<file path="src/rtl/aer_spike_encoder_if.sv">
// AER output bus: valid/ready handshake carrying spike and marker words.
interface aer_spike_encoder_if #(
    parameter int ADDR_LEN = 8
);
    logic                aer_valid;
    logic                aer_ready;
    logic [ADDR_LEN:0]   aer_data;

    modport master (
        output aer_valid,
        output aer_data,
        input  aer_ready
    );

    modport slave (
        input  aer_valid,
        input  aer_data,
        output aer_ready
    );
endinterface

</file>
<file path="src/rtl/aer_spike_encoder.sv">
// AER spike encoder: aligns the scanned neuron address with the spike
// generator output, encodes spikes and end-of-timestep markers as AER words,
// and buffers them in a first-word-fall-through FIFO.
module aer_spike_encoder #(
    parameter int ADDR_LEN   = 8,
    parameter int FIFO_DEPTH = 16,
    parameter int SPIKE_LAT  = 1,
    parameter int TS_LEN     = 8,
    parameter int DROP_LEN   = 16
) (
    input  logic                           clk,
    input  logic                           reset,
    input  logic                           scan_en,
    input  logic [ADDR_LEN-1:0]            scan_addr,
    input  logic                           spike,
    input  logic                           ts_done,
    aer_spike_encoder_if.master            aer,
    output logic [$clog2(FIFO_DEPTH):0]    fifo_level,
    output logic [DROP_LEN-1:0]            drop_cnt,
    output logic                           proto_err
);

    localparam int PTR_W = $clog2(FIFO_DEPTH);
    localparam int LVL_W = PTR_W + 1;

    // The last FIFO slot is kept free for markers so a full burst of spikes
    // can never hide the end of a timestep from the consumer.
    localparam logic [LVL_W-1:0] EVT_LIMIT = LVL_W'(FIFO_DEPTH - 1);
    localparam logic [LVL_W-1:0] MRK_LIMIT = LVL_W'(FIFO_DEPTH);

    logic                en_pipe   [SPIKE_LAT];
    logic [ADDR_LEN-1:0] addr_pipe [SPIKE_LAT];
    logic                ts_pipe   [SPIKE_LAT];

    logic [ADDR_LEN:0]   mem [FIFO_DEPTH];
    logic [PTR_W-1:0]    rd_ptr;
    logic [PTR_W-1:0]    wr_ptr;
    logic [TS_LEN-1:0]   ts_cnt;

    logic                ts_in;
    logic                en_d;
    logic [ADDR_LEN-1:0] addr_d;
    logic                ts_d;
    logic                evt_req;
    logic                evt_ok;
    logic                mrk_ok;
    logic                push;
    logic                pop;
    logic                drop;
    logic [ADDR_LEN:0]   push_word;

    // A ts_done that collides with a scan is discarded here, so event and
    // marker requests can never meet in the same downstream cycle.
    assign ts_in  = ts_done & ~scan_en;

    assign en_d   = en_pipe[SPIKE_LAT-1];
    assign addr_d = addr_pipe[SPIKE_LAT-1];
    assign ts_d   = ts_pipe[SPIKE_LAT-1];

    // Delay scan enable, address and timestep pulse to line up with the spike.
    always_ff @(posedge clk) begin
        if (reset) begin
            for (int i = 0; i < SPIKE_LAT; i++) begin
                en_pipe[i]   <= 1'b0;
                addr_pipe[i] <= '0;
                ts_pipe[i]   <= 1'b0;
            end
        end else begin
            en_pipe[0]   <= scan_en;
            addr_pipe[0] <= scan_addr;
            ts_pipe[0]   <= ts_in;
            for (int i = 1; i < SPIKE_LAT; i++) begin
                en_pipe[i]   <= en_pipe[i-1];
                addr_pipe[i] <= addr_pipe[i-1];
                ts_pipe[i]   <= ts_pipe[i-1];
            end
        end
    end

    // Admission decisions use the occupancy at the start of the cycle only;
    // a pop in the same cycle does not make room for the incoming word.
    always_comb begin
        evt_req   = en_d & spike;
        evt_ok    = evt_req & (fifo_level < EVT_LIMIT);
        mrk_ok    = ts_d & (fifo_level < MRK_LIMIT);
        push      = evt_ok | mrk_ok;
        drop      = (evt_req & ~evt_ok) | (ts_d & ~mrk_ok);
        pop       = aer.aer_valid & aer.aer_ready;
        push_word = {1'b0, addr_d};
        if (ts_d) begin
            push_word = {1'b1, ADDR_LEN'(ts_cnt)};
        end
    end

    // FIFO storage; contents are meaningless once pointers are reset.
    always_ff @(posedge clk) begin
        if (push) begin
            mem[wr_ptr] <= push_word;
        end
    end

    // Pointers, occupancy, timestep counter, drop counter and protocol flag.
    always_ff @(posedge clk) begin
        if (reset) begin
            rd_ptr     <= '0;
            wr_ptr     <= '0;
            fifo_level <= '0;
            ts_cnt     <= '0;
            drop_cnt   <= '0;
            proto_err  <= 1'b0;
        end else begin
            if (push) begin
                wr_ptr <= wr_ptr + 1'b1;
            end
            if (pop) begin
                rd_ptr <= rd_ptr + 1'b1;
            end
            case ({push, pop})
                2'b10:   fifo_level <= fifo_level + 1'b1;
                2'b01:   fifo_level <= fifo_level - 1'b1;
                default: fifo_level <= fifo_level;
            endcase
            if (ts_d) begin
                ts_cnt <= ts_cnt + 1'b1;
            end
            if (drop && (drop_cnt != '1)) begin
                drop_cnt <= drop_cnt + 1'b1;
            end
            if (scan_en && ts_done) begin
                proto_err <= 1'b1;
            end
        end
    end

    assign aer.aer_valid = (fifo_level != '0);
    assign aer.aer_data  = mem[rd_ptr];

endmodule

</file>
<file path="src/flat_wrapper.sv">
// flat-port wrapper written by rule: the top's interface ports become plain ports
module aer_spike_encoder_flat 
#(
    parameter int ADDR_LEN   = 8,
    parameter int FIFO_DEPTH = 16,
    parameter int SPIKE_LAT  = 1,
    parameter int TS_LEN     = 8,
    parameter int DROP_LEN   = 16
)
  (clk, reset, scan_en, scan_addr, spike, ts_done, fifo_level, drop_cnt, proto_err, aer_aer_valid, aer_aer_data, aer_aer_ready);
  aer_spike_encoder_if #(.ADDR_LEN(ADDR_LEN)) aer_i ();
  input  logic clk;
  input  logic reset;
  input  logic scan_en;
  input  logic [ADDR_LEN-1:0] scan_addr;
  input  logic spike;
  input  logic ts_done;
  output logic [$clog2(FIFO_DEPTH):0] fifo_level;
  output logic [DROP_LEN-1:0] drop_cnt;
  output logic proto_err;
  output wire logic [$bits(aer_i.aer_valid)-1:0] aer_aer_valid;
  output wire logic [$bits(aer_i.aer_data)-1:0] aer_aer_data;
  input wire logic [$bits(aer_i.aer_ready)-1:0] aer_aer_ready;
  assign aer_aer_valid = aer_i.aer_valid;
  assign aer_aer_data = aer_i.aer_data;
  assign aer_i.aer_ready = aer_aer_ready;
  aer_spike_encoder #(.ADDR_LEN(ADDR_LEN), .FIFO_DEPTH(FIFO_DEPTH), .SPIKE_LAT(SPIKE_LAT), .TS_LEN(TS_LEN), .DROP_LEN(DROP_LEN)) u_core (.clk(clk), .reset(reset), .scan_en(scan_en), .scan_addr(scan_addr), .spike(spike), .ts_done(ts_done), .aer(aer_i), .fifo_level(fifo_level), .drop_cnt(drop_cnt), .proto_err(proto_err));
endmodule
</file>
<file path="config.mk">
export PLATFORM = sky130hd
export DESIGN_NAME = aer_spike_encoder_flat
export DESIGN_NICKNAME = d
export VERILOG_FILES = /design/src/rtl/aer_spike_encoder_if.sv /design/src/rtl/aer_spike_encoder.sv /design/src/flat_wrapper.sv
export SDC_FILE = /design/constraint.sdc
export NUM_CORES = 1
export LEC_CHECK = 0
export ABC_CLOCK_PERIOD_IN_PS = 4530
export BUFFER_PORTS_ARGS = -buffer_cell sky130_fd_sc_hd__buf_4
export CAP_MARGIN = 10
export CORE_MARGIN = 2
export CORE_UTILIZATION = 50
export DETAILED_ROUTE_END_ITERATION = 7
export PLACE_DENSITY = 0.65
export SLEW_MARGIN = 20
export SYNTH_ARGS = -nofsm -noshare
export SYNTH_HDL_FRONTEND = slang
export SYNTH_SLANG_ARGS = --single-unit
</file>
<file path="constraint.sdc">
create_clock -name clk -period 4.53 [get_ports clk]
set_input_delay 1.359 -clock clk [delete_from_list [all_inputs] [get_ports clk]]
set_output_delay 1.359 -clock clk [all_outputs]
set_load 0.005 [all_outputs]
</file>
## Yosys cells after proc, flatten, opt, wreduce, memory -nomap -nowiden

Memory sizes are Yosys's and may differ from the RTL's. A register that Yosys moved wholly into a read port is not among the register bits.
Cells that the tools add are included.

- Register bits: 38
- Bits in writable memories: 154
- Memories: 4

Memory list:

| name | depth | width | rd ports | clocked after memory_dff | write ports | line | text |
|---|---|---|---|---|---|---|---|
| u_core.mem | 16 | 9 | 1 | 1 | 1 | aer_spike_encoder.sv:35 | `logic [ADDR_LEN:0] mem [FIFO_DEPTH];` |
| u_core.addr_pipe | 1 | 8 | 1 | 0 | 1 | aer_spike_encoder.sv:32 | `logic [ADDR_LEN-1:0] addr_pipe [SPIKE_LAT];` |
| u_core.en_pipe | 1 | 1 | 1 | 0 | 1 | aer_spike_encoder.sv:31 | `logic en_pipe [SPIKE_LAT];` |
| u_core.ts_pipe | 1 | 1 | 1 | 0 | 1 | aer_spike_encoder.sv:33 | `logic ts_pipe [SPIKE_LAT];` |

- $add $sub $neg: 6
- Magnitude comparators: 2
- Equality and inequality tests: 3
- Multiplexer cells: 15
- Bitwise logic cells: 12
- Reduce and logical (&&, ||, !) cells: 7

Operators with widths:

| cell | count |
|---|---|
| $add A16 B1 Y16 const B | 1 |
| $ne A16 B16 Y1 const B | 1 |
| $mux W1 | 10 |
| $pmux W5 S2 | 1 |
| $mux W9 | 1 |
| $add A4 B1 Y4 const B | 2 |
| $add A8 B1 Y8 const B | 1 |
| $mux W4 | 2 |
| $mux W8 | 1 |
| $reduce_or A8 Y1 | 1 |
| $and A1 B1 Y1 | 7 |
| $add A5 B1 Y5 const B | 1 |
| $lt A5 B4 Y1 const B | 1 |
| $lt A5 B5 Y1 const B | 1 |
| $reduce_bool A5 Y1 | 1 |
| $sub A5 B1 Y5 const B | 1 |
| $not A1 Y1 | 3 |
| $eq A2 B1 Y1 const B | 1 |
| $eq A2 B2 Y1 const B | 1 |
| $logic_and A1 B1 Y1 | 2 |
| $or A1 B1 Y1 | 2 |
| $reduce_bool A2 Y1 | 1 |
| $reduce_or A1 Y1 | 2 |

## Logic depth before layout (Yosys ltp)

Gate-level depths: netlist of the first run.

- Word-level depth: 6
- Gate-level depth with buffers: 14

## Least setup slack after synthesis of the first run

Ideal clock, no wire load.

- Kind: input-to-reg
- Start: input aer_aer_ready
- End: register u_core.fifo_level[4]
- Setup time: 0.128 ns
- Arrival: 3.287 ns
- Slack: 1.115 ns
- Stages on the path: 10
- Cell sequence: a21boi_1 > ha_1 > clkbuf_1 > xor2_1 > ha_1 > a21oi_1 > or3_1 > a31oi_1 > xnor2_1 > nor2_1

- Word-level cells in the longest chain between the ends: 3
- Elaborated cells between the ends (all ways): 5

RTL lines:

| element | line | text |
|---|---|---|
| start, declared | flat_wrapper.sv:23 | `input wire logic [$bits(aer_i.aer_ready)-1:0] aer_aer_ready;` |
| $and A1 B1 Y1 (*) | aer_spike_encoder.sv:88 | `pop = aer.aer_valid & aer.aer_ready;` |
| $eq A2 B1 Y1 or $eq A2 B2 Y1 (tied branches) | aer_spike_encoder.sv:118 | `case ({push, pop})` |
| $pmux W5 S2 or $reduce_bool A2 Y1 (tied branches) | - |  |
| end signal, assigned | aer_spike_encoder.sv:119 | `2'b10: fifo_level <= fifo_level + 1'b1;` |
| end signal, assigned | aer_spike_encoder.sv:120 | `2'b01: fifo_level <= fifo_level - 1'b1;` |
| end signal, assigned | aer_spike_encoder.sv:121 | `default: fifo_level <= fifo_level;` |
| end, declared | aer_spike_encoder.sv:18 | `output logic [$clog2(FIFO_DEPTH):0] fifo_level,` |

Mark *: on every way between the ends. The rest lies on a longest branch, timed or not.
A chain may end at the register's enable or synchronous reset.

==> impl_metrics.tcl, run 1 <==
set metrics [dict create \
    status "finished clean" \
    grt_pass1_vias 4242 \
    ir_drop_mv 0.305 \
    diodes 0 \
    cts_buffers 17 \
    grt-ovfl-total 0 \
    dr_total_vias 4135 \
    worst_slew_pin_slew_ns 1.04 \
    maxCapViolations 0 \
    rrSetupSlack_ns 1.63 \
    cts_max_level 4 \
    cts.sinks 196 \
    critPathRequiredTime_ns 3.17 \
    fin_crit_sh_pct 80.9 \
    tns_ns 0 \
    route.detailed.drc 0 \
    cts_max_path_buffers 2 \
    first_pass_iters 5 \
    slew_headroom_pct 30.2 \
    start_util_pct 51.3 \
    portBuffers 45 \
    cts.repair.resized 0 \
    synth-seq-cells 196 \
    layout_setup_ws_ns 0.867 \
    hold_depth 2 \
    post-route-util_pct 59.7 \
    ys_async_sr_fraction_pct 0 \
    synth_cell_type_count 45 \
    grt_use_total_pct 19.1 \
    pwr-share-comb_pct 16.9 \
    ys.flop_type "edfxtp_1" \
    start_kind "register" \
    syn-num-nets 499 \
    p_sw_mw 1.03 \
    hp-start "u_core.proto_err" \
    worst_r2r_path_depth 10 \
    worstPathArrival_ns 2.30 \
    pin_count 46 \
    period_minus_slack_ns 3.66 \
    die_h_um 129 \
    hpwl_um 9140 \
    insertion_delay_ns 0.43 \
    pre_cts_ws_ns 0.856 \
    sw_frac_of_total_pct 23.2 \
    rsz0062_at_grt "false" \
    layout.nets 553 \
    synthTopCellsByArea "edfxtp_1 (55%), dfxtp_1 (13%), mux4_2 (13%), nor2_1 (2.4%), xnor2_1 (2.1%)" \
    crit_path_max_fanout 36 \
    row_count 45 \
    wl_per_cell_um 19.7 \
    setup_viol 0 \
    core_area_um2 15300 \
    min_to "u_core.proto_err" \
    root_buffer "clkbuf_16" \
    p_int_mw 3.42 \
    fillers 1175 \
    holdBufCountCts 0 \
    worst_hold_path_type "reg -> reg" \
    postCtsSetupRepairBufs 0 \
    grt_pass1_wl_um 23100 \
    ant_nets 0 \
    max_freq_ghz 0.273 \
    powerDensity_nw_per_um2 488 \
    synth_common_cells "edfxtp_1 (144), dfxtp_1 (52), nor2_1 (50)" \
    hold_viol 0 \
    finClkSkew_ns 0.00616 \
    syn_area_per_cell_um2 16.5 \
    clkPwrFrac_pct 37.6 \
    area_growth_pct 16.4 \
    die_x_um 129 \
    r2r_end "u_core.fifo_level[4]" \
    dieArea_um2 16700 \
    antenna_found_initial 0 \
    yosysTopAreaCellShare_pct 55.2 \
    seq_area_frac_synth_pct 68.5 \
    vias_per_cell 5.49 \
    place.gp.congestion 0.795 \
    clk_pin_slew_ns 0.07 \
    maxSlewViolCount 0 \
    routed_wirelength_um 14900 \
    drive_gt1_share_pct 27.9 \
    yosysMostFrequentCell "edfxtp_1" \
    synthCells 475 \
    r2r-start "u_core.fifo_level[2]" \
    leakagePower_nw 3.02 \
    cts_tree "built" \
    netlist_area_um2 7830 \
    synth-edff-count 144 \
    first_iter_violations 305 \
    worst-setup-path-type "reg -> out" \
    grt_start_max_net_pins 51 \
    yosys_warnings 0 \
    power_frac_seq_pct 45.6 \
    endpoint_kind "output pin" \
    synth_area_leader_cell "edfxtp_1" \
    hold_ws_ns 0.488 \
]
## worst max-delay path, stage by stage (launching register included)
cell	delay, ns
dfxtp_2	0.34
buf_12	0.29
mux4_2	0.56
mux4_2	0.51
buf_4	0.16
## worst max path at each step
stage,startpoint,endpoint,slack (ns),cells after the start
3_3_place_gp,aer_aer_ready,u_core.fifo_level[4],0.97,10
3_5_place_dp,aer_aer_ready,u_core.fifo_level[4],0.86,10
6_report,register,aer_aer_data[5],0.87,4
4_1_cts,register,aer_aer_data[5],0.81,4
5_1_grt,register,aer_aer_data[5],0.76,4
2_1_floorplan,aer_aer_ready,u_core.fifo_level[4],1.12,10
## cell type report
type / count / area, um2 / share of cell area (%)
Clock buffer: 19 / 433 / 4.75
Timing Repair Buffer: 59 / 455 / 5.00
Multi-Input combinational cell: 249 / 2340 / 25.7
Sequential cell: 196 / 5370 / 58.9
Clock inverter: 13 / 230 / 2.53
Inverter: 6 / 22.5 / 0.247
Tap cell: 211 / 264 / 2.90
## registers in the layout, indices dropped and copies added (netlist names), named ones only
register,count
u_core.en_pipe,1
u_core.drop_cnt,16
u_core.wr_ptr,4
u_core.ts_cnt,8
u_core.addr_pipe,8
u_core.proto_err,1
u_core.fifo_level,5
u_core.rd_ptr,4
u_core.mem,144
u_core.ts_pipe,1
## metal layers
metal | share of wire, % | vias to the layer above | GRT usage, %
met5 | 0 | - | 0
met4 | 1.3 | 0 | 6.14
met3 | 4.8 | 18 | 4.75
met2 | 50 | 96 | 31.6
met1 | 44 | 2089 | 25.2
li1 | - | 1932 | -
## kinds of logic after synthesis
logic type	synth area share, %
xor+xnor	3.24
simple gates	8.52
compound gates	1.92
buf+inv	1.55
flops	68.5
mux	14.7
fa+ha+maj	1.60
## cell usage in the layout (no fill, tap or decap), types with 2 or more instances in the layout
| cell | n |
|---|---|
| a31oi_1 | 2 |
| nor4_1 | 4 |
| clkbuf_1 | 2 |
| o21ai_0 | 5 |
| nor3_1 | 14 |
| inv_1 | 6 |
| a21oi_1 | 8 |
| nor2b_1 | 12 |
| ha_1 | 10 |
| xor2_1 | 10 |
| nor2_1 | 50 |
| clkbuf_16 | 17 |
| and3_1 | 2 |
| mux4_2 | 45 |
| mux2_2 | 8 |
| dfxtp_1 | 51 |
| xnor2_1 | 19 |
| nand4_1 | 8 |
| mux2i_1 | 3 |
| nand3_1 | 7 |
| nand2_1 | 14 |
| or3_1 | 4 |
| nand2b_1 | 2 |
| edfxtp_1 | 144 |
| nor3b_1 | 3 |
| buf_4 | 58 |
| bufinv_16 | 6 |
| clkinvlp_4 | 5 |
| a22oi_1 | 2 |
## power by group through the flow
stage                     Clock, mW  Combinational, mW  Sequential, mW
final                          1.67              0.751            2.03
after global routing           1.78              0.817            2.04
after CTS                      1.71              0.768            2.03
after detailed placement          0              0.767            2.07
after global placement            0              0.756            2.06
after floorplan                   0              0.555            2.04
## metrics by stage
step / power (mW) / std cells / instance area (um2)
2_1_floorplan: 2.60 / 475 / 7830
3_3_place_gp: 2.82 / 721 / 8450
3_5_place_dp: 2.83 / 721 / 8450
4_1_cts: 4.50 / 753 / 9120
5_1_grt: 4.63 / 753 / 9120
6_report: 4.45 / 753 / 9120
Note: power is estimated with default switching activity, not from simulation.
==> run 2: changes to the inputs <==
Settings changed: ABC_AREA from default to 1, ABC_CLOCK_PERIOD_IN_PS 4530 to 3300, PLACE_DENSITY 0.65 to 0.67.
Clock period 4.53 ns to 3.3 ns, I/O delays scaled along.
==> impl_metrics.tcl, run 2 <==
set metrics [dict create \
    status "finished clean" \
    cts_max_level 4 \
    syn_area_per_cell_um2 9.98 \
    wl_per_cell_um 15.0 \
    largest_reg_flops 144 \
    tns_ns 0 \
    netlist_area_um2 8510 \
    setup_viol 0 \
    worst-path-buf-inv 2 \
    seq_area_frac_synth_pct 63.1 \
    grt_start_max_net_pins 73 \
    largest-register "u_core.mem" \
    yosysTopAreaCellShare_pct 50.8 \
    hp-start "u_core.proto_err" \
    vias_per_cell 5.11 \
    postCtsSetupRepairBufs 0 \
    row_count 47 \
    endpoint_kind "output pin" \
    ir_drop_mv 0.374 \
    routed_wirelength_um 17100 \
    die_x_um 134 \
    rsz0062_at_grt "false" \
    maxCapViolations 0 \
    slowest_delay_ns 0.54 \
    synth_adder_area_share_pct 1.47 \
    cts_max_path_buffers 2 \
    finalPower_mw 6.12 \
    synth-edff-count 144 \
    clk_pin_slew_ns 0.06 \
    ant_nets 0 \
    worst_hold_path_type "reg -> reg" \
    yosysMostFrequentCell "edfxtp_1" \
    r2r-start "u_core.ts_pipe[0]" \
    route.detailed.drc 0 \
    synthTopCellsByArea "edfxtp_1 (51%), dfxtp_1 (12%), nand2_1 (6.3%), inv_1 (5.2%), nand3_1 (4.3%)" \
    cts.sinks 196 \
    diodes 0 \
    antenna_found_initial 0 \
    r2r_end "u_core.fifo_level[4]" \
    die_h_um 134 \
    ys.flop_type "edfxtp_1" \
    worstPathArrival_ns 2.02 \
    hpwl_um 10900 \
    synth_mux_area_share_pct 0 \
    first_iter_violations 381 \
    first_pass_iters 5 \
    crit_family "flip-flops" \
    synth_area_leader_cell "edfxtp_1" \
    grt-ovfl-total 0 \
    max_freq_ghz 0.332 \
    powerDensity_nw_per_um2 628 \
    insertion_delay_ns 0.42 \
    finClkSkew_ns 0.00730 \
    synth_common_cells "edfxtp_1 (144), nand2_1 (143), inv_1 (117)" \
    final_cell_mix "edfxtp_1 (144), nand2_1 (143), inv_1 (117), nor2_1 (75), nand3_1 (73)" \
    grt_use_total_pct 19.8 \
    cp_cell_sequence "buf_4, a21oi_1, o21ai_0, nand3_1, nand3_1, nand2_1, buf_4" \
    pre_cts_ws_ns 0.477 \
    pin_count 46 \
    rrSetupSlack_ns 0.91 \
    worst_r2r_path_depth 14 \
    yosys.area_share.simple_pct 16.1 \
    fin_crit_sh_pct 91.2 \
    syn-num-nets 876 \
    worst_slew_pin_slew_ns 0.754 \
    holdBufCountCts 0 \
    area_growth_pct 14.6 \
    portBuffers 45 \
    slew_headroom_pct 49.6 \
    synth-seq-cells 196 \
    synth_compound_area_share_pct 10.8 \
    cts_buffers 17 \
    grt_pass1_wl_um 27200 \
    yosys_warnings 0 \
    hold_depth 2 \
    hold_viol 0 \
    synth_top_family_by_area "simple AND/OR/NAND/NOR gates" \
    finalInstanceArea_um2 9750 \
    start_kind "register" \
    dr_total_vias 5826 \
    final_common_cell "edfxtp_1" \
    worst-setup-path-type "reg -> out" \
    cts.repair.resized 0 \
    ys_async_sr_fraction_pct 0 \
    dieArea_um2 18100 \
    yosys.area_share.xor_xnor_pct 0.927 \
    cts_tree "built" \
    min_to "u_core.proto_err" \
    grt_pass1_vias 5365 \
    start_util_pct 51.3 \
    synthCells 852 \
    seq_area_um2 5370 \
    critPathRequiredTime_ns 2.31 \
    leakagePower_nw 3.78 \
    layout.nets 932 \
    placed_cell_area_um2 9180 \
    period_minus_slack_ns 3.01 \
    place.gp.congestion 0.809 \
    fillers 1424 \
    maxSlewViolCount 0 \
    multi_input_area_um2 2490 \
    largestRegisters "u_core.mem (144), u_core.drop_cnt (16)" \
    crit_path_max_fanout 30 \
    synth_cell_type_count 32 \
    drive_gt1_share_pct 14.2 \
    root_buffer "clkbuf_16" \
    cp_slowest_cell "dfxtp_4" \
    core_area_um2 16600 \
    layout_setup_ws_ns 0.292 \
]
==> run 2: area by class of cell <==
class	instances	area share, %
well taps	220	2.82
repair buffers	74	5.96
inverters	124	4.80
multi-input cells	495	25.6
flip-flops and latches	196	55.1
clock inverters	5	0.796
clock buffers	27	4.96
==> run 2: how the worst max path moves through the flow <==
stage	startpoint	to	slack, ns	cells past startpoint
2_1_floorplan	spike	u_core.fifo_level[2]	0.72	14
3_5_place_dp	spike	u_core.fifo_level[2]	0.48	15
5_1_grt	register	aer_aer_data[5]	0.15	7
4_1_cts	register	aer_aer_data[5]	0.29	7
3_3_place_gp	spike	u_core.fifo_level[2]	0.50	15
6_report	register	aer_aer_data[5]	0.29	7
==> run 2: cell families after synthesis <==
| logic type | count (synthesis) |
|---|---|
| compound gates | 156 |
| buf+inv | 161 |
| simple gates | 320 |
| xor+xnor | 9 |
| flops | 196 |
| fa+ha+maj | 10 |
==> run 2: routing by layer <==
layer	vias to the layer above	share of wire (%)	global-route usage, %
li1	2977	-	-
met1	2681	47	27.6
met2	140	46	31.6
met3	28	4.7	3.40
met4	0	1.9	7.08
met5	-	0	0
==> run 2: per-stage QoR <==
| stage | utilization, % | hold WS, ns | instances |
|---|---|---|---|
| 2_1_floorplan | - | 0.447 | 852 |
| 3_3_place_gp | 55.4 | 0.461 | 1109 |
| 3_5_place_dp | 55.4 | 0.463 | 1109 |
| 4_1_cts | 58.8 | 0.481 | 1141 |
| 5_1_grt | 58.8 | 0.524 | 1141 |
| 6_report | 58.8 | 0.475 | 1141 |
==> run 2: worst reg2reg max path, stage by stage, from the launching register on <==
cell and delay [ns]:
dfxtp_1 0.68, nand2_1 0.13, nand2_2 0.18, inv_1 0.11
ha_1 0.29, nand2_1 0.10, inv_1 0.05, nor2_1 0.13
ha_1 0.17, a21o_1 0.11, nand3_1 0.09, nand3_1 0.09
nand2_1 0.05, nor2_1 0.09, nor2_1 0.04
==> run 2: where the power goes <==
part	leakage [nW]	total (mW)	switching, mW	internal [mW]
clock	0.270	1.97	0.814	1.16
sequential	1.75	2.83	0.105	2.73
combinational	1.77	1.31	0.785	0.529
